[src/rtl/ps2_xt_scan_bridge.sv]
// PS/2 set-2 receiver -> set-1 translator -> FIFO -> XT serialiser; push lands 1 cycle after the stop-bit edge.
// No backpressure from the PC: a push into a full FIFO without a same-cycle pop is dropped and flags OVERRUN.
module ps2_xt_scan_bridge #(
    parameter int FIFO_DEPTH  = 8,
    parameter int CLK_DIV     = 500,
    parameter int TIMEOUT     = 50000,
    parameter int SYNC_STAGES = 2
) (
    input  logic                          CLK,
    input  logic                          RESET_N,
    input  logic                          PS2_CLK,
    input  logic                          PS2_DATA,
    input  logic                          XLAT_EN,
    input  logic                          HOST_RESET_N,
    input  logic                          OVERRUN_CLR,
    output logic                          XT_CLK,
    output logic                          XT_DATA,
    output logic [$clog2(FIFO_DEPTH):0]   FIFO_COUNT,
    output logic                          OVERRUN,
    output logic                          PARITY_ERR
);
    localparam int AW = $clog2(FIFO_DEPTH);
    localparam int CW = AW + 1;
    localparam int DW = $clog2(2 * CLK_DIV);
    localparam int TW = $clog2(TIMEOUT + 1);

    localparam logic [7:0] XLAT_LO [128] = '{
        8'hff, 8'h43, 8'h41, 8'h3f, 8'h3d, 8'h3b, 8'h3c, 8'h58, 8'h64, 8'h44, 8'h42, 8'h40, 8'h3e, 8'h0f, 8'h29, 8'h59,
        8'h65, 8'h38, 8'h2a, 8'h70, 8'h1d, 8'h10, 8'h02, 8'h5a, 8'h66, 8'h71, 8'h2c, 8'h1f, 8'h1e, 8'h11, 8'h03, 8'h5b,
        8'h67, 8'h2e, 8'h2d, 8'h20, 8'h12, 8'h05, 8'h04, 8'h5c, 8'h68, 8'h39, 8'h2f, 8'h21, 8'h14, 8'h13, 8'h06, 8'h5d,
        8'h69, 8'h31, 8'h30, 8'h23, 8'h22, 8'h15, 8'h07, 8'h5e, 8'h6a, 8'h72, 8'h32, 8'h24, 8'h16, 8'h08, 8'h09, 8'h5f,
        8'h6b, 8'h33, 8'h25, 8'h17, 8'h18, 8'h0b, 8'h0a, 8'h60, 8'h6c, 8'h34, 8'h35, 8'h26, 8'h27, 8'h19, 8'h0c, 8'h61,
        8'h6d, 8'h73, 8'h28, 8'h74, 8'h1a, 8'h0d, 8'h62, 8'h6e, 8'h3a, 8'h36, 8'h1c, 8'h1b, 8'h75, 8'h2b, 8'h63, 8'h76,
        8'h55, 8'h56, 8'h77, 8'h78, 8'h79, 8'h7a, 8'h0e, 8'h7b, 8'h7c, 8'h4f, 8'h7d, 8'h4b, 8'h47, 8'h7e, 8'h7f, 8'h6f,
        8'h52, 8'h53, 8'h50, 8'h4c, 8'h4d, 8'h48, 8'h01, 8'h45, 8'h57, 8'h4e, 8'h51, 8'h4a, 8'h37, 8'h49, 8'h46, 8'h54
    };

    function automatic logic [7:0] xlat(input logic [7:0] b);
        if (!b[7])             return XLAT_LO[b[6:0]];
        else if (b == 8'h83)   return 8'h41;
        else if (b == 8'h84)   return 8'h54;
        else                   return b;
    endfunction

    typedef enum logic [3:0] {
        T_IDLE, T_START, T_BIT0, T_BIT1, T_BIT2, T_BIT3,
        T_BIT4, T_BIT5, T_BIT6, T_BIT7, T_GAP
    } tx_state_e;

    logic [SYNC_STAGES-1:0] ps2c_sync_q, ps2c_sync_d, ps2d_sync_q, ps2d_sync_d;
    logic                   ps2c_prev_q, ps2c_prev_d;
    logic [3:0]             bit_cnt_q, bit_cnt_d;
    logic [9:0]             rx_sr_q, rx_sr_d;
    logic [TW-1:0]          to_cnt_q, to_cnt_d;
    logic                   rx_vld_q, rx_vld_d;
    logic [7:0]             rx_byte_q, rx_byte_d;
    logic                   perr_q, perr_d;
    logic                   hr_q, hr_d;
    logic                   brk_q, brk_d;
    logic                   ovr_q, ovr_d;
    logic [AW-1:0]          wr_ptr_q, wr_ptr_d, rd_ptr_q, rd_ptr_d;
    logic [CW-1:0]          cnt_q, cnt_d;
    logic [7:0]             mem_q [FIFO_DEPTH];
    tx_state_e              state_q, state_d;
    logic [DW-1:0]          div_q, div_d;
    logic [7:0]             sh_q, sh_d;
    logic                   xt_clk_q, xt_clk_d, xt_dat_q, xt_dat_d;

    logic       ps2c_s, ps2d_s, ps2_fall;
    logic       push, do_push, pop, full, bat;
    logic [7:0] push_dat;
    logic [2:0] bit_idx;

    assign ps2c_s   = ps2c_sync_q[SYNC_STAGES-1];
    assign ps2d_s   = ps2d_sync_q[SYNC_STAGES-1];
    assign ps2_fall = ps2c_prev_q & ~ps2c_s;

    always_comb begin
        ps2c_sync_d = {ps2c_sync_q[SYNC_STAGES-2:0], PS2_CLK};
        ps2d_sync_d = {ps2d_sync_q[SYNC_STAGES-2:0], PS2_DATA};
        ps2c_prev_d = ps2c_s;
        bit_cnt_d   = bit_cnt_q;
        rx_sr_d     = rx_sr_q;
        to_cnt_d    = to_cnt_q;
        rx_vld_d    = 1'b0;
        rx_byte_d   = rx_byte_q;
        perr_d      = 1'b0;
        if (ps2_fall) begin
            to_cnt_d = '0;
            if (bit_cnt_q == 4'd10) begin
                bit_cnt_d = '0;
                // rx_sr holds start[0], D0..D7[8:1], parity[9]; the stop bit is on the line now
                if (!rx_sr_q[0] && ps2d_s && (^rx_sr_q[9:1])) begin
                    rx_vld_d  = 1'b1;
                    rx_byte_d = rx_sr_q[8:1];
                end else begin
                    perr_d = 1'b1;
                end
            end else begin
                rx_sr_d   = {ps2d_s, rx_sr_q[9:1]};
                bit_cnt_d = bit_cnt_q + 4'd1;
            end
        end else if (bit_cnt_q != 4'd0) begin
            if (to_cnt_q == TW'(TIMEOUT - 1)) begin
                bit_cnt_d = '0;
                to_cnt_d  = '0;
            end else begin
                to_cnt_d = to_cnt_q + TW'(1);
            end
        end
    end

    always_comb begin
        hr_d     = HOST_RESET_N;
        bat      = HOST_RESET_N & ~hr_q;
        push     = 1'b0;
        push_dat = 8'h00;
        brk_d    = brk_q;
        if (!HOST_RESET_N) begin
            brk_d = 1'b0;
        end else if (bat) begin
            push     = 1'b1;
            push_dat = 8'hAA;
        end else if (rx_vld_q) begin
            if (!XLAT_EN) begin
                push     = 1'b1;
                push_dat = rx_byte_q;
            end else if (rx_byte_q == 8'hF0) begin
                brk_d = 1'b1;
            end else if (rx_byte_q == 8'hE0) begin
                push     = 1'b1;
                push_dat = 8'hE0;
            end else begin
                push     = 1'b1;
                push_dat = xlat(rx_byte_q) | {brk_q, 7'b0};
                brk_d    = 1'b0;
            end
        end
        if (!XLAT_EN) brk_d = 1'b0;

        pop     = 1'b0;
        state_d = state_q;
        div_d   = div_q;
        sh_d    = sh_q;
        if (!HOST_RESET_N) begin
            state_d = T_IDLE;
            div_d   = '0;
        end else if (state_q == T_IDLE) begin
            if (cnt_q != '0) begin
                pop     = 1'b1;
                sh_d    = mem_q[rd_ptr_q];
                state_d = T_START;
                div_d   = '0;
            end
        end else if (div_q == DW'(2 * CLK_DIV - 1)) begin
            div_d   = '0;
            state_d = (state_q == T_GAP) ? T_IDLE : tx_state_e'(state_q + 4'd1);
        end else begin
            div_d = div_q + DW'(1);
        end

        // Outputs follow the next state, so XT_DATA moves only as a new high phase begins
        bit_idx  = 3'(4'(state_d) - 4'(T_BIT0));
        xt_clk_d = 1'b1;
        xt_dat_d = 1'b1;
        if (state_d inside {[T_START:T_BIT7]}) xt_clk_d = (div_d < DW'(CLK_DIV));
        if (state_d inside {[T_BIT0:T_BIT7]})  xt_dat_d = sh_d[bit_idx];

        full    = (cnt_q == CW'(FIFO_DEPTH));
        do_push = push & (~full | pop);
        ovr_d   = ovr_q;
        if (OVERRUN_CLR) ovr_d = 1'b0;
        if (push && full && !pop) ovr_d = 1'b1;
        if (!HOST_RESET_N) begin
            wr_ptr_d = '0;
            rd_ptr_d = '0;
            cnt_d    = '0;
        end else begin
            wr_ptr_d = wr_ptr_q + AW'(do_push);
            rd_ptr_d = rd_ptr_q + AW'(pop);
            cnt_d    = cnt_q + CW'(do_push) - CW'(pop);
        end
    end

    always_ff @(posedge CLK) begin
        if (do_push) mem_q[wr_ptr_q] <= push_dat;
    end

    always_ff @(posedge CLK or negedge RESET_N) begin
        if (!RESET_N) begin
            ps2c_sync_q <= '1;
            ps2d_sync_q <= '1;
            ps2c_prev_q <= 1'b1;
            bit_cnt_q   <= '0;
            rx_sr_q     <= '0;
            to_cnt_q    <= '0;
            rx_vld_q    <= 1'b0;
            rx_byte_q   <= '0;
            perr_q      <= 1'b0;
            hr_q        <= 1'b1;
            brk_q       <= 1'b0;
            ovr_q       <= 1'b0;
            wr_ptr_q    <= '0;
            rd_ptr_q    <= '0;
            cnt_q       <= '0;
            state_q     <= T_IDLE;
            div_q       <= '0;
            sh_q        <= '0;
            xt_clk_q    <= 1'b1;
            xt_dat_q    <= 1'b1;
        end else begin
            ps2c_sync_q <= ps2c_sync_d;
            ps2d_sync_q <= ps2d_sync_d;
            ps2c_prev_q <= ps2c_prev_d;
            bit_cnt_q   <= bit_cnt_d;
            rx_sr_q     <= rx_sr_d;
            to_cnt_q    <= to_cnt_d;
            rx_vld_q    <= rx_vld_d;
            rx_byte_q   <= rx_byte_d;
            perr_q      <= perr_d;
            hr_q        <= hr_d;
            brk_q       <= brk_d;
            ovr_q       <= ovr_d;
            wr_ptr_q    <= wr_ptr_d;
            rd_ptr_q    <= rd_ptr_d;
            cnt_q       <= cnt_d;
            state_q     <= state_d;
            div_q       <= div_d;
            sh_q        <= sh_d;
            xt_clk_q    <= xt_clk_d;
            xt_dat_q    <= xt_dat_d;
        end
    end

    assign XT_CLK     = xt_clk_q;
    assign XT_DATA    = xt_dat_q;
    assign FIFO_COUNT = cnt_q;
    assign OVERRUN    = ovr_q;
    assign PARITY_ERR = perr_q;
endmodule

[config.mk]
export PLATFORM = sky130hd
export DESIGN_NAME = ps2_xt_scan_bridge
export DESIGN_NICKNAME = d
export VERILOG_FILES = /design/src/rtl/ps2_xt_scan_bridge.sv
export SDC_FILE = /design/constraint.sdc
export NUM_CORES = 1
export LEC_CHECK = 0
export BUFFER_PORTS_ARGS = -buffer_cell sky130_fd_sc_hd__buf_2
export CAP_MARGIN = 30
export CORE_UTILIZATION = 70
export CTS_BUF_LIST = sky130_fd_sc_hd__clkbuf_4 sky130_fd_sc_hd__clkbuf_8
export CTS_CLUSTER_DIAMETER = 40
export DETAILED_ROUTE_END_ITERATION = 6
export PLACE_DENSITY = 0.87
export SLEW_MARGIN = 10
export SYNTH_ARGS = -nofsm -noshare
export SYNTH_HDL_FRONTEND = slang
export SYNTH_SLANG_ARGS = --single-unit
[constraint.sdc]
create_clock -name CLK -period 9 [get_ports CLK]
set_clock_uncertainty 0.15 [all_clocks]
set_input_delay 0.9 -clock CLK [delete_from_list [all_inputs] [get_ports CLK]]
set_output_delay 0.9 -clock CLK [all_outputs]
set_load 0.01 [all_outputs]
**Word-level counts from Yosys, hierarchy flattened**

Memory sizes are Yosys's and may differ from the RTL's.
Index checks and enable logic that the tools add are counted.

- Order comparisons: 6
- Multiplexer cells: 67
- Reductions and logical operators: 19
- Bitwise logic cells: 10
- Add/subtract/negate cells: 9
- Equality and inequality tests: 12

Operator list:

| operator | number |
|---|---|
| 8-bit 2-to-1 mux | 20 |
| 16-bit 2-to-1 mux | 3 |
| 10-bit 2-to-1 mux | 4 |
| 4-bit 2-to-1 mux | 10 |
| 8-bit == test (second input constant) | 4 |
| 1-bit 2-to-1 mux | 27 |
| 16-bit by 1-bit adder with 16-bit output (second input constant) | 1 |
| 16-bit == test (second input constant) | 1 |
| 4-bit == test (second input constant) | 3 |
| 10-bit by 1-bit adder with 10-bit output (second input constant) | 1 |
| 10-bit == test (second input constant) | 1 |
| 10-bit by 9-bit < comparator with 1-bit output (second input constant) | 1 |
| 9-bit XOR reduction | 1 |
| 4-bit by 1-bit adder with 4-bit output (second input constant) | 2 |
| 8-bit greater-or-equal comparator (second input constant) | 1 |
| 7-bit NOT with 8-bit output | 1 |
| 8-bit bitwise OR | 1 |
| 4-bit nonzero test | 2 |
| 3-bit by 1-bit adder with 3-bit output | 2 |
| 1-bit logical AND | 6 |
| 3-bit 2-to-1 mux | 2 |
| 3-bit AND reduction | 2 |
| 2-bit nonzero test | 3 |
| 4-bit by 1-bit adder with 4-bit output | 1 |
| 16 further kinds | 23 |

- Output and inout bits: 8
- Bits in writable memories: 64
- Bits in read-only memories: 1024
- Memories: 2
- Bits of input ports: 7
- Register bits: 82

Memories:

| memory | depth | bits a word | rd ports | clocked after Yosys merged registers in | write ports | RTL line | RTL |
|---|---|---|---|---|---|---|---|
| (name not given) | 128 | 8 | 1 | 0 | 0 | 39 | `if (!b[7]) return XLAT_LO[b[6:0]];` |
| mem_q | 8 | 8 | 1 | 0 | 1 | 63 | `logic [7:0] mem_q [FIFO_DEPTH];` |

**Longest topological paths before layout**

Gate-level depths: netlist of the first run.

- Depth in word-level cells: 18
- Depth in mapped cells: 14
- Gate-level depth less buffers: 13

**Worst setup path before layout of the first run**

No wires, ideal clock.

- Path type: input port to flip-flop
- From: input port HOST_RESET_N
- To: register cnt_q[2], in the netlist FIFO_COUNT[2]
- Stages: 11
- Buffers on the path: 1
- Data arrival time: 2854 ps
- Required time: 8718 ps
- Path slack: 5864 ps
- Cell sequence: clkbuf_1 -> nand2_1 -> a31o_2 -> and2_1 -> a31o_2 -> ha_1 -> inv_1 -> ha_1 -> fa_1 -> xnor2_1 -> nor2_1

- Longest elaborated chain between the ends: 7
- Elaborated cells between the ends (all ways): 9
- Those cells by class: add/sub: 2; mux: 4; bitwise: 3

Ends and longest elaborated chain:

| item | RTL line | RTL |
|---|---|---|
| start: declaration | 14 | `input logic HOST_RESET_N,` |
| 1-bit AND | 115 | `bat = HOST_RESET_N & ~hr_q;` |
| 1-bit 2-to-1 mux | 121 | `end else if (bat) begin` |
| 1-bit 2-to-1 mux | 119 | `if (!HOST_RESET_N) begin` |
| 1-bit AND | 170 | `do_push = push & (~full \| pop);` |
| 4-bit by 1-bit adder with 4-bit output | 181 | `cnt_d = cnt_q + CW'(do_push) - CW'(pop);` |
| 4-bit by 1-bit subtractor with 4-bit output | 181 |  |
| 4-bit 2-to-1 mux (*) | 174 | `if (!HOST_RESET_N) begin` |
| net cnt_d[2] | 62 | `logic [CW-1:0] cnt_q, cnt_d;` |
| end signal: assignment | 226 | `cnt_q <= cnt_d;` |
| end: declaration | 62 |  |

The timed path passes the listed nets; every way through them passes the cells marked *.
A chain may end at the register's enable or synchronous reset.

**Worst setup path after layout of the first run**

- From: register rx_byte_q[1]
- To: memory mem_q[7][5] (data pin)

- Longest elaborated chain between the ends: 18
- Elaborated cells between the ends (all ways): 24
- Those cells by class: eq/ne: 4; mux: 17; bitwise: 2; memory: 1

Ends and longest elaborated chain:

| item | RTL line | RTL |
|---|---|---|
| start: declaration | 56 | `logic [7:0] rx_byte_q, rx_byte_d;` |
| start signal: assignment | 219 | `rx_byte_q <= rx_byte_d;` |
| 7-bit NOT with 8-bit output (not written as such) | 39 |  |
| memory read 128 x 8 bit | -- |  |
| 8-bit 2-to-1 mux (not written as such) (2 in series) | 39 |  |
| 8-bit 2-to-1 mux | 39 |  |
| 8-bit 2-to-1 mux | 130 | `end else if (rx_byte_q == 8'hE0) begin` |
| 8-bit 2-to-1 mux | 128 | `end else if (rx_byte_q == 8'hF0) begin` |
| 8-bit 2-to-1 mux | 125 | `if (!XLAT_EN) begin` |
| 8-bit 2-to-1 mux | 124 | `end else if (rx_vld_q) begin` |
| (+2 left out) | -- |  |
| 8-bit bitwise OR | 135 | `push_dat = xlat(rx_byte_q) \| {brk_q, 7'b0};` |
| 8-bit 2-to-1 mux | 130 |  |
| 8-bit 2-to-1 mux (*) | 128 |  |
| 8-bit 2-to-1 mux (*) | 125 |  |
| 8-bit 2-to-1 mux (*) | 124 |  |
| 8-bit 2-to-1 mux (*) | 121 |  |
| 8-bit 2-to-1 mux (*) | 119 |  |
| net push_dat[5] | 71 | `logic [7:0] push_dat;` |
| end: declaration | 63 |  |

The timed path passes the listed nets; every way through them passes the cells marked *. The select of a mux whose other input is x is not followed.

==> results by group, run 1 <==
Run status
  – Status: complete, but fails checks
  – Violated checks: design-rule violations

Layout
  – Final std cells w/o fill: roughly 950
  – Area growth, synth to finish: 5.61%
  – Share of cells above drive strength 1: roughly 15%
  – # diodes: 0
  – NumNets Final: about 830
  – Fillers: approximately 730

Clock tree
  – Clock Tree Buf Depth: 2
  – Hold-fix buffers, CTS: 0
  – Num Clock Sinks: roughly 150
  – H-tree Lvls: 4
  – Clk root buf: clkbuf_8
  – Post-CTS Setup Bufs: 0
  – CTS tree: done
  – Clk_lat worst skew: around 460 ps
  – Clk pin slew, worst setup/hold paths: about 80 ps
  – CTS resizes: 0
  – TritonCTS Buffers: 17

Worst setup path
  – Critical Path Slowest Stage Cell: o31ai_1
  – CP cell instances: inv_1, ha_1, nor2_1, nor3_1, or3_1, a2111oi_0, a211oi_1, o31ai_1
  – CP Class: reg2reg
  – Worst-path fanout max: 19
  – Setup crit start kind: register
  – Cell family with most CP delay: compound AO/OA/AOI/OAI gates
  – Worst Path Arrival: approximately 4200 ps
  – Critical Path End Type: register
  – Critical Path Max Stage Delay: 800 ps
  – WP data required: about 9000 ps
  – WP buf/inv: 1

Floorplan
  – Row cnt: 39
  – Initial core utilization: between 70% and 80%
  – Die area: 12600 sq um
  – Core footprint: roughly 12000 sq um
  – Die height: 112 microns
  – Top Ports: 15
  – Die X: ~110 microns

Synth
  – Mapped Cells: 806
  – Synthesis-stage register bit count: approximately 150
  – Synth unique cells: 75
  – Syn nets: between 800 and 900
  – Syn. warnings: 0
  – Top-area cell type share of the netlist area: 22.6%
  – Largest family of logic cells by synthesized area: simple AND/OR/NAND/NOR gates
  – Post-synthesis simple-gate area fraction: approximately 17%
  – Top cells by area, synth: edfxtp_1 (23%), dfrtp_1 (22%), mux4_2 (6.9%)
  – Post-synth top flop: dfrtp_1
  – Post-synthesis mux area share: a little under an eighth
  – Post-Synth XOR/XNOR Area: roughly 2.2%
  – Syn avg cell area: 10.5 sq um
  – Async set or reset register ratio after synthesis: roughly 56%
  – Post-Syn Area: ~8500 sq um
  – Synth area leader: edfxtp_1
  – Compound-gate portion of the synthesized area: a little over an eighth
  – Seq/Total Area, Yosys: 46.9%
  – Post-synth EDFFs: 64
  – Synth Area in Adders: around 4.2%

Timing
  – Post-Route Setup TNS: 0 ps
  – Hold Slack: between 150 and 200 ps
  – Worst Tran Pin Value: between 900 and 1000 ps
  – Final min period: 4220 ps
  – # setup viols final: 0
  – Fmax: 237 MHz
  – Final-report hold violation count: 0
  – Slew Limit Fails: 0
  – Tcrit/Tclk final: a little under half
  – Slew HR: between 30 and 40%
  – RSZ-0062 raised after global routing: false

Detailed routing
  – Via Count: roughly 6600
  – Avg WL per Cell: between 20 and 25 microns
  – Drt pass-1 iters: 7
  – Vias per cell: 6.99
  – Initial DRC count: roughly 1000
  – ANT nets after route: 0
  – Post-route DRC: 3
  – Routed wire length: slightly below 20 mm

Global route
  – GRT Total Usage: 32.4%
  – Initial antenna violation count: 0
  – Congestion Overflow GR: 0
  – First-pass GRT wire length: 31.4 mm
  – Largest net degree at the start of global routing: between 60 and 70
  – Vias in the first global route: between 6000 and 7000

Power and ir drop
  – Clock power share: 26.3%
  – Internal Pwr Total: around 1.2 mW
  – Switch Pwr: between 500 and 600 uW
  – Peak VDD IR: between 150 and 200 uV
  – Leakage power: around 3.5 nW
  – Sw Ratio: ~33%
  – Combinational share of power: 27.6%
  – Part of the power in registers: a little under half
  – PwrDens: around 200 nW/um^2

Placement
  – HPWL Detailed: 12.9 mm
  – Gpl congestion: ~0.96
  – Placed Instances: slightly above 900
  – I/O Buffers: 14

Job
  – # Max-Cap Violations: 0

Hold path
  – Worst min-delay path class: in2async
## registers in the layout (all words and copies together), names as in the netlist, 2 cells and up
register and flops:
ps2d_sync_q 2, div_q 10, bit_cnt_q 4, rd_ptr_q 3, state_q 4, FIFO_COUNT 4
mem_q 64, wr_ptr_q 3, sh_q 8, to_cnt_q 16, rx_byte_q 8, rx_sr_q 10
ps2c_sync_q 2
## cell usage in the layout, fill, tap and decap left out, drive strengths merged, types with 24 or more instances in the layout
cell type and count:
nor2 61, a21oi 28, dfrtp 74, mux4 26, edfxtp 64, nand3 24, nand2 82, inv 36
buf 25, o21ai 42, ha 26
## synthesized netlist by cell type (8+ instances only)
cell type	n
nand2_1	82
buf_2	13
ha_1	26
mux2i_1	21
xnor2_1	12
nor2b_1	11
mux4_2	26
o21ai_0	42
nor3_1	16
and3_1	13
nand2b_1	15
nand3_1	23
a21oi_1	28
a211oi_1	13
edfxtp_1	64
o211ai_1	12
dfrtp_1	74
mux2_2	15
nor2_1	61
and2_1	20
inv_1	36
dfstp_2	8
a31oi_1	8
clkbuf_1	37
## kinds of logic after synthesis
kind of cell | count (synthesis)
and+or+nand+nor | 290
AOI/OAI and AO/OA | 167
DFF | 146
xor gates and xnor gates | 20
buffers and inverters | 93
adders and majority gates | 28
muxes | 62
## per-stage QoR
stage	power, mW	instance area, sq um	util, %	worst slack (ps)
final	1.79	8980	77.3	4780
after global routing	1.88	8980	77.3	4590
after CTS	1.79	8930	76.9	4790
after detailed placement	1.32	8560	73.7	4750
after global placement	1.29	8560	73.7	5110
after floorplan	1.21	8500	-	5860
## power groups by stage
stage | logic (mW) | clock network, mW | registers, mW
floorplan | 0.391 | 0 | 0.816
global placement | 0.461 | 0 | 0.832
detailed placement | 0.485 | 0 | 0.838
CTS | 0.487 | 0.475 | 0.825
global route | 0.547 | 0.501 | 0.833
finish | 0.492 | 0.469 | 0.824
## routing by layer
| metal | share of wire [%] | global-route usage [%] | vias to the layer above | routed length [microns] |
|---|---|---|---|---|
| met4 | 2.6 | 12.8 | 0 | 512 |
| li1 | - | - | 2954 | - |
| met2 | 50 | 54.0 | 422 | 9670 |
| met5 | 0 | 0 | - | 0 |
| met3 | 9.0 | 6.75 | 66 | 1740 |
| met1 | 39 | 41.8 | 3201 | 7490 |
## path summary, 6_finish.rpt
check	slack [ps]	from	end	cells past startpoint
setup reg to reg	4780	rx_byte_q[1]	mem_q[7][5]	8
hold reg to reg	210	ps2c_sync_q[0]	ps2c_sync_q[1]	0
min in group CLK	210	ps2c_sync_q[0]	ps2c_sync_q[1]	0
max in group asynchronous	7470	RESET_N	rx_sr_q[9]	2
hold / removal	150	RESET_N	brk_q	1
setup / recovery	4780	rx_byte_q[1]	mem_q[7][5]	8
## final cells by class
| type | instances | area [sq um] | share of cell area, % |
|---|---|---|---|
| clock buffer | 19 | 249 | 2.77 |
| multi-input combinational | 567 | 4140 | 46.1 |
| clock inverter | 13 | 115 | 1.28 |
| timing repair buffer | 27 | 175 | 1.95 |
| tap | 143 | 179 | 1.99 |
| sequential | 146 | 3980 | 44.4 |
| inverter | 36 | 135 | 1.51 |
## worst reg2reg max path: stages, from the launching register on
cell,delay (ps)
dfrtp_1,760
inv_1,300
ha_1,540
nor2_1,240
nor3_1,60
or3_1,330
a2111oi_0,590
a211oi_1,120
o31ai_1,800
(Power assumes the default switching activity.)
==> run 2: changes to the inputs <==
- CORE_UTILIZATION: 70 -> 59
- PLACE_DENSITY: 0.87 -> 0.79
- clock period: 9 -> 3.8 ns (I/O delays scaled with it)
==> run 2 against run 1 <==
The flow now finishes without violations; critical path type unchanged; largest power group unchanged; wire length about the same; total power increased by 140%; global-route usage shrank 3.8 points.
==> results by group, run 2 (synthesis gave the netlist of run 1 again) <==
Clock tree
  – Clk_lat worst skew: around 450 ps
  – TritonCTS Buffers: 17
  – Clock Tree Buf Depth: 2
  – H-tree Lvls: 4
  – Num Clock Sinks: 146
  – Clk root buf: clkbuf_8
  – Clk pin slew, worst setup/hold paths: around 80 ps
  – CTS tree: done
  – Post-CTS Setup Bufs: 0

Timing
  – # setup viols final: 0
  – Final-report hold violation count: 0
  – Post-Route Setup TNS: 0 ps
  – Worst Setup Slack, final: just over 400 ps
  – Slew Limit Fails: 0
  – RSZ-0062 raised after global routing: false
  – Slew HR: 37.6%
  – Hold Slack: 135 ps
  – Fmax: roughly 300 MHz
  – Worst Tran Pin Value: slightly above 900 ps
  – Final min period: between 3000 and 4000 ps
  – Tcrit/Tclk final: approximately nine tenths

Global route
  – Congestion Overflow GR: 0
  – Vias in the first global route: 6416
  – Largest net degree at the start of global routing: 64
  – GRT Total Usage: between 20% and 30%
  – First-pass GRT wire length: 32.5 mm
  – Initial antenna violation count: 0

Detailed routing
  – Via Count: ~6600
  – ANT nets after route: 0
  – Drt pass-1 iters: 5
  – Vias per cell: around 6.5
  – Post-route DRC: 0
  – Routed wire length: between 15 and 20 mm
  – Initial DRC count: ~700
  – Avg WL per Cell: a little under 20 microns

Layout
  – NumNets Final: between 800 and 900
  – Regs by FF count: mem_q x64, to_cnt_q x16
  – Storage cell area: roughly 4000 sq um
  – Most frequent cells in the layout: nand2_1 (82), dfrtp_1 (74), edfxtp_1 (64), nor2_1 (61), o21ai_0 (42)
  – Commonest non-fill, non-tap cell in the layout: nand2_1
  – Number of flip-flops in the largest register: between 60 and 70
  – Fillers: ~1100
  – # diodes: 0
  – Most flops, register: mem_q
  – Share of cells above drive strength 1: about 17%
  – Area growth, synth to finish: 8.71%
  – Footprint of the multi-input gates: 4140 sq um

Hold path
  – Worst min-delay path class: in2reg

Floorplan
  – Row cnt: 43
  – Die X: 122 microns
  – Die area: 14900 sq um
  – Top Ports: 15
  – Core footprint: 14000 sq um
  – Initial core utilization: between 60% and 70%
  – Die height: between 100 and 150 microns

Placement
  – Gpl congestion: slightly below 1
  – HPWL Detailed: 13.3 mm
  – Post-place setup slack: approximately 530 ps
  – I/O Buffers: 14

Worst setup path
  – WP data required: just under 4000 ps
  – Critical Path End Type: register
  – Worst-path fanout max: 12
  – CP Class: reg2reg
  – Worst Path Arrival: approximately 3500 ps
  – Setup crit start kind: register

Power and ir drop
  – PwrDens: about 470 nW/um^2
  – Overall power: 4.33 mW
  – Peak VDD IR: 418 uV
  – Leakage power: 3.68 nW

Run status
  – Status: finished, final reports clean

Job
  – # Max-Cap Violations: 0
==> run 2: cell count changes in the layout (fill, tap and decap cells not counted), moves of 3 or more <==
cell           before  now
dlygate4sd3_1       0    4
clkinv_2            2    5
buf_2              17   13
buf_4               8   31
clkinvlp_4          6    1
==> run 2: layout make-up <==
type	instances	share of cell area (%)
inverters	36	1.46
multi-input cells	567	44.8
well taps	180	2.44
clock inverters	13	1.48
flip-flops and latches	146	43.1
repair buffers	49	3.95
clock buffers	19	2.76
==> run 2: metal layers <==
layer,up-vias,track usage [%],share of wire [%]
met3,52,6.32,7.0
met5,-,0,0
li1,2999,-,-
met4,0,12.4,2.7
met1,3221,37.4,41
met2,314,45.7,49
==> run 2: critical path, cell delays in order, from the launching register on <==
cell and delay (ps):
dfrtp_1 420, inv_1 180, ha_1 200, buf_4 200, nor3b_1 450, a31o_2 270, and2_1 160, a31o_2 130
ha_1 140, inv_1 70, ha_1 300, a21o_1 170, a21oi_1 190, xnor2_1 140, nor2_1 60
==> run 2: repair_timing <==
item                      CTS  global route
gates resized for setup     0             0
hold buffers                4             0
hold endpoints to repair   76             0
==> run 2: metrics by stage <==
| step | instances | cell area [sq um] | util, % |
|---|---|---|---|
| floorplan | 806 | 8500 | - |
| CTS | 1010 | 9240 | 66.1 |
| global placement | 973 | 8780 | 62.8 |
| detailed placement | 974 | 8810 | 63.0 |
| finish | 1010 | 9240 | 66.1 |
| global route | 1010 | 9240 | 66.1 |
==> run 2: where the power goes <==
group          internal (mW)  total, mW  switching [mW]  leakage, nW
registers               1.81       1.98           0.172         1.68
logic                  0.544       1.17           0.628         1.80
clock network          0.606       1.19           0.579        0.203
==> run 2: final timing paths <==
path	from	cells after the start	to	slack (ps)
min reg2reg	ps2d_sync_q[0]	0	ps2d_sync_q[1]	210
max reg2reg	rx_byte_q[1]	14	FIFO_COUNT[3]	410
max	rx_byte_q[1]	14	FIFO_COUNT[3]	410
min	XLAT_EN	3	brk_q	140
max in group asynchronous	RESET_N	3	ps2c_prev_q	2660
min in group asynchronous	RESET_N	2	div_q[9]	190
==> run 3: changes to the inputs <==
- PLACE_DENSITY: 0.79 -> 0.88
==> run 3 against run 2 <==
Setup slack better by 69 ps; final area fell by 0.16%; register-to-register slack better by 70 ps; sequential share of layout area rose by 0.084 points; clock-buffer cell count down 2; flip-flop and latch count is the same; via count is 1.9% lower; cell count increased by 0.20%; critical path depth is the same; non-clock buffer count rose by 2; total power down 1.3%; sequential power about the same.
==> results by group, run 3 (synthesis gave the netlist of run 1 again) <==
Clock tree
  – Clk pin slew, worst setup/hold paths: roughly 80 ps
  – Clk root buf: clkbuf_8
  – Clock Tree Buf Depth: 2
  – CTS tree: done
  – Num Clock Sinks: between 100 and 150
  – Clk_lat worst skew: ~460 ps
  – H-tree Lvls: 4
  – Post-CTS Setup Bufs: 0
  – TritonCTS Buffers: 17

Worst setup path
  – CP Launch Point: rx_byte_q[0]
  – FF-to-FF End: FIFO_COUNT[2]
  – Setup crit end: FIFO_COUNT[2]
  – Critical Path End Type: register
  – Reg2Reg Depth: 14
  – WP data required: 3970 ps
  – Setup crit start kind: register
  – Worst R2R Start: rx_byte_q[0]
  – R2R Setup Slk: slightly below 500 ps
  – Worst-path fanout max: 13
  – CP Class: reg2reg
  – Worst Path Arrival: ~3500 ps

Global route
  – M3 GR Usage: between 6 and 7%
  – GR peak layer: met2
  – Largest net degree at the start of global routing: approximately 60
  – Met1 GRT Util: between 30% and 40%
  – Initial antenna violation count: 0
  – Vias in the first global route: 6151
  – Congestion Overflow GR: 0
  – First-pass GRT wire length: 30.4 mm
  – GRT met2 Usage: a little over two fifths
  – GRT Total Usage: a little over a quarter

Placement
  – I/O Buffers: 14
  – Placed Instances: 975
  – HPWL Detailed: 12.5 mm
  – Gpl congestion: between 1 and 1.5

Hold path
  – Worst min-delay path class: in2reg

Layout
  – Most frequent cells in the layout: nand2_1 (82), dfrtp_1 (73), edfxtp_1 (64), nor2_1 (61), o21ai_0 (42)
  – Fillers: roughly 1100
  – Commonest non-fill, non-tap cell in the layout: nand2_1
  – NumNets Final: 853
  – # diodes: 0
  – Most flops, register: mem_q
  – Regs by FF count: mem_q x64, to_cnt_q x16
  – Area growth, synth to finish: 8.54%
  – Final std cells w/o fill: 1012
  – Number of flip-flops in the largest register: 64
  – Share of cells above drive strength 1: 17.4%

Detailed routing
  – Initial DRC count: approximately 720
  – Drt pass-1 iters: 6
  – Avg WL per Cell: approximately 18 microns
  – Vias per cell: around 6.4
  – Via Count: ~6500
  – Routed wire length: 18.5 mm
  – Post-route DRC: 0
  – ANT nets after route: 0

Floorplan
  – Die X: around 120 microns
  – Row cnt: 43
  – Initial core utilization: between 60% and 70%
  – Die height: approximately 120 microns
  – Die area: 14900 sq um
  – Top Ports: 15
  – Core footprint: approximately 14000 sq um

Timing
  – Slew Limit Fails: 0
  – Slew HR: between 40% and 50%
  – Final-report hold violation count: 0
  – Post-Route Setup TNS: 0 ps
  – Tcrit/Tclk final: ~87%
  – RSZ-0062 raised after global routing: false
  – Worst Tran Pin Value: between 800 and 900 ps
  – Fmax: roughly 300 MHz
  – # setup viols final: 0
  – Final min period: roughly 3300 ps

Power and ir drop
  – Leakage power: about 3.7 nW
  – Peak VDD IR: 506 uV
  – PwrDens: roughly 460 nW/um^2

Run status
  – Status: finished, final reports clean

Job
  – # Max-Cap Violations: 0
-- run 3: report_power, final --
group | leakage, nW | internal, mW | switching [mW]
Sequential | 1.68 | 1.80 | 0.175
Combinational | 1.80 | 0.536 | 0.598
Clock | 0.184 | 0.535 | 0.632
Total | 3.66 | 2.87 | 1.40
-- run 3: critical path, stage by stage, from the launching register on --
cell,delay [ps]
dfrtp_1,370
buf_4,160
inv_1,120
ha_1,210
buf_4,180
nor3b_1,180
a31o_2,290
and2_1,180
a31o_2,230
ha_1,260
inv_1,40
ha_1,200
fa_1,390
xnor2_1,170
nor2_1,60
-- run 3: worst min-delay path by stage --
| stage | from | to | slack (ps) | cells past startpoint |
|---|---|---|---|---|
| after CTS | XLAT_EN | brk_q | 110 | 3 |
| after global placement | ps2d_sync_q[0] | ps2d_sync_q[1] | 200 | 0 |
| after global routing | XLAT_EN | brk_q | 120 | 3 |
| after detailed placement | ps2d_sync_q[0] | ps2d_sync_q[1] | 200 | 0 |
| after floorplan | RESET_N | FIFO_COUNT[0] | -70 | 0 |
| final | XLAT_EN | brk_q | 140 | 3 |
-- run 3: area by class of cell --
class / instances / area (sq um) / area share [%]
flip-flops and latches: 146 / 3990 / 43.2
repair buffers: 51 / 358 / 3.88
clock buffers: 17 / 234 / 2.54
well taps: 180 / 225 / 2.44
inverters: 36 / 135 / 1.46
multi-input cells: 567 / 4140 / 44.9
clock inverters: 15 / 149 / 1.61
-- run 3: per-layer routing --
layer | vias up | routed length [microns]
met5 | - | 0
met4 | 0 | 510
met3 | 62 | 1390
met2 | 322 | 9020
met1 | 3084 | 7620
li1 | 2996 | -
-- run 3: what timing repair did --
| action | 4_1_cts | 5_1_grt |
|---|---|---|
| hold buffers | 4 | 0 |
| resized for setup | 0 | 0 |
| endpoints found under the hold margin | 56 | 0 |
-- run 3: metrics by stage --
stage / worst slack [ps] / instance area, sq um / util, % / hold WS [ps] / power [mW]
6_report: 481 / 9230 / 65.9 / 140 / 4.28
5_1_grt: 234 / 9230 / 65.9 / 120 / 4.54
4_1_cts: 506 / 9220 / 65.9 / 106 / 4.31
3_5_place_dp: 554 / 8800 / 62.9 / 199 / 3.13
3_3_place_gp: 617 / 8800 / 62.9 / 195 / 3.08
2_1_floorplan: 796 / 8500 / - / -65.6 / 2.86
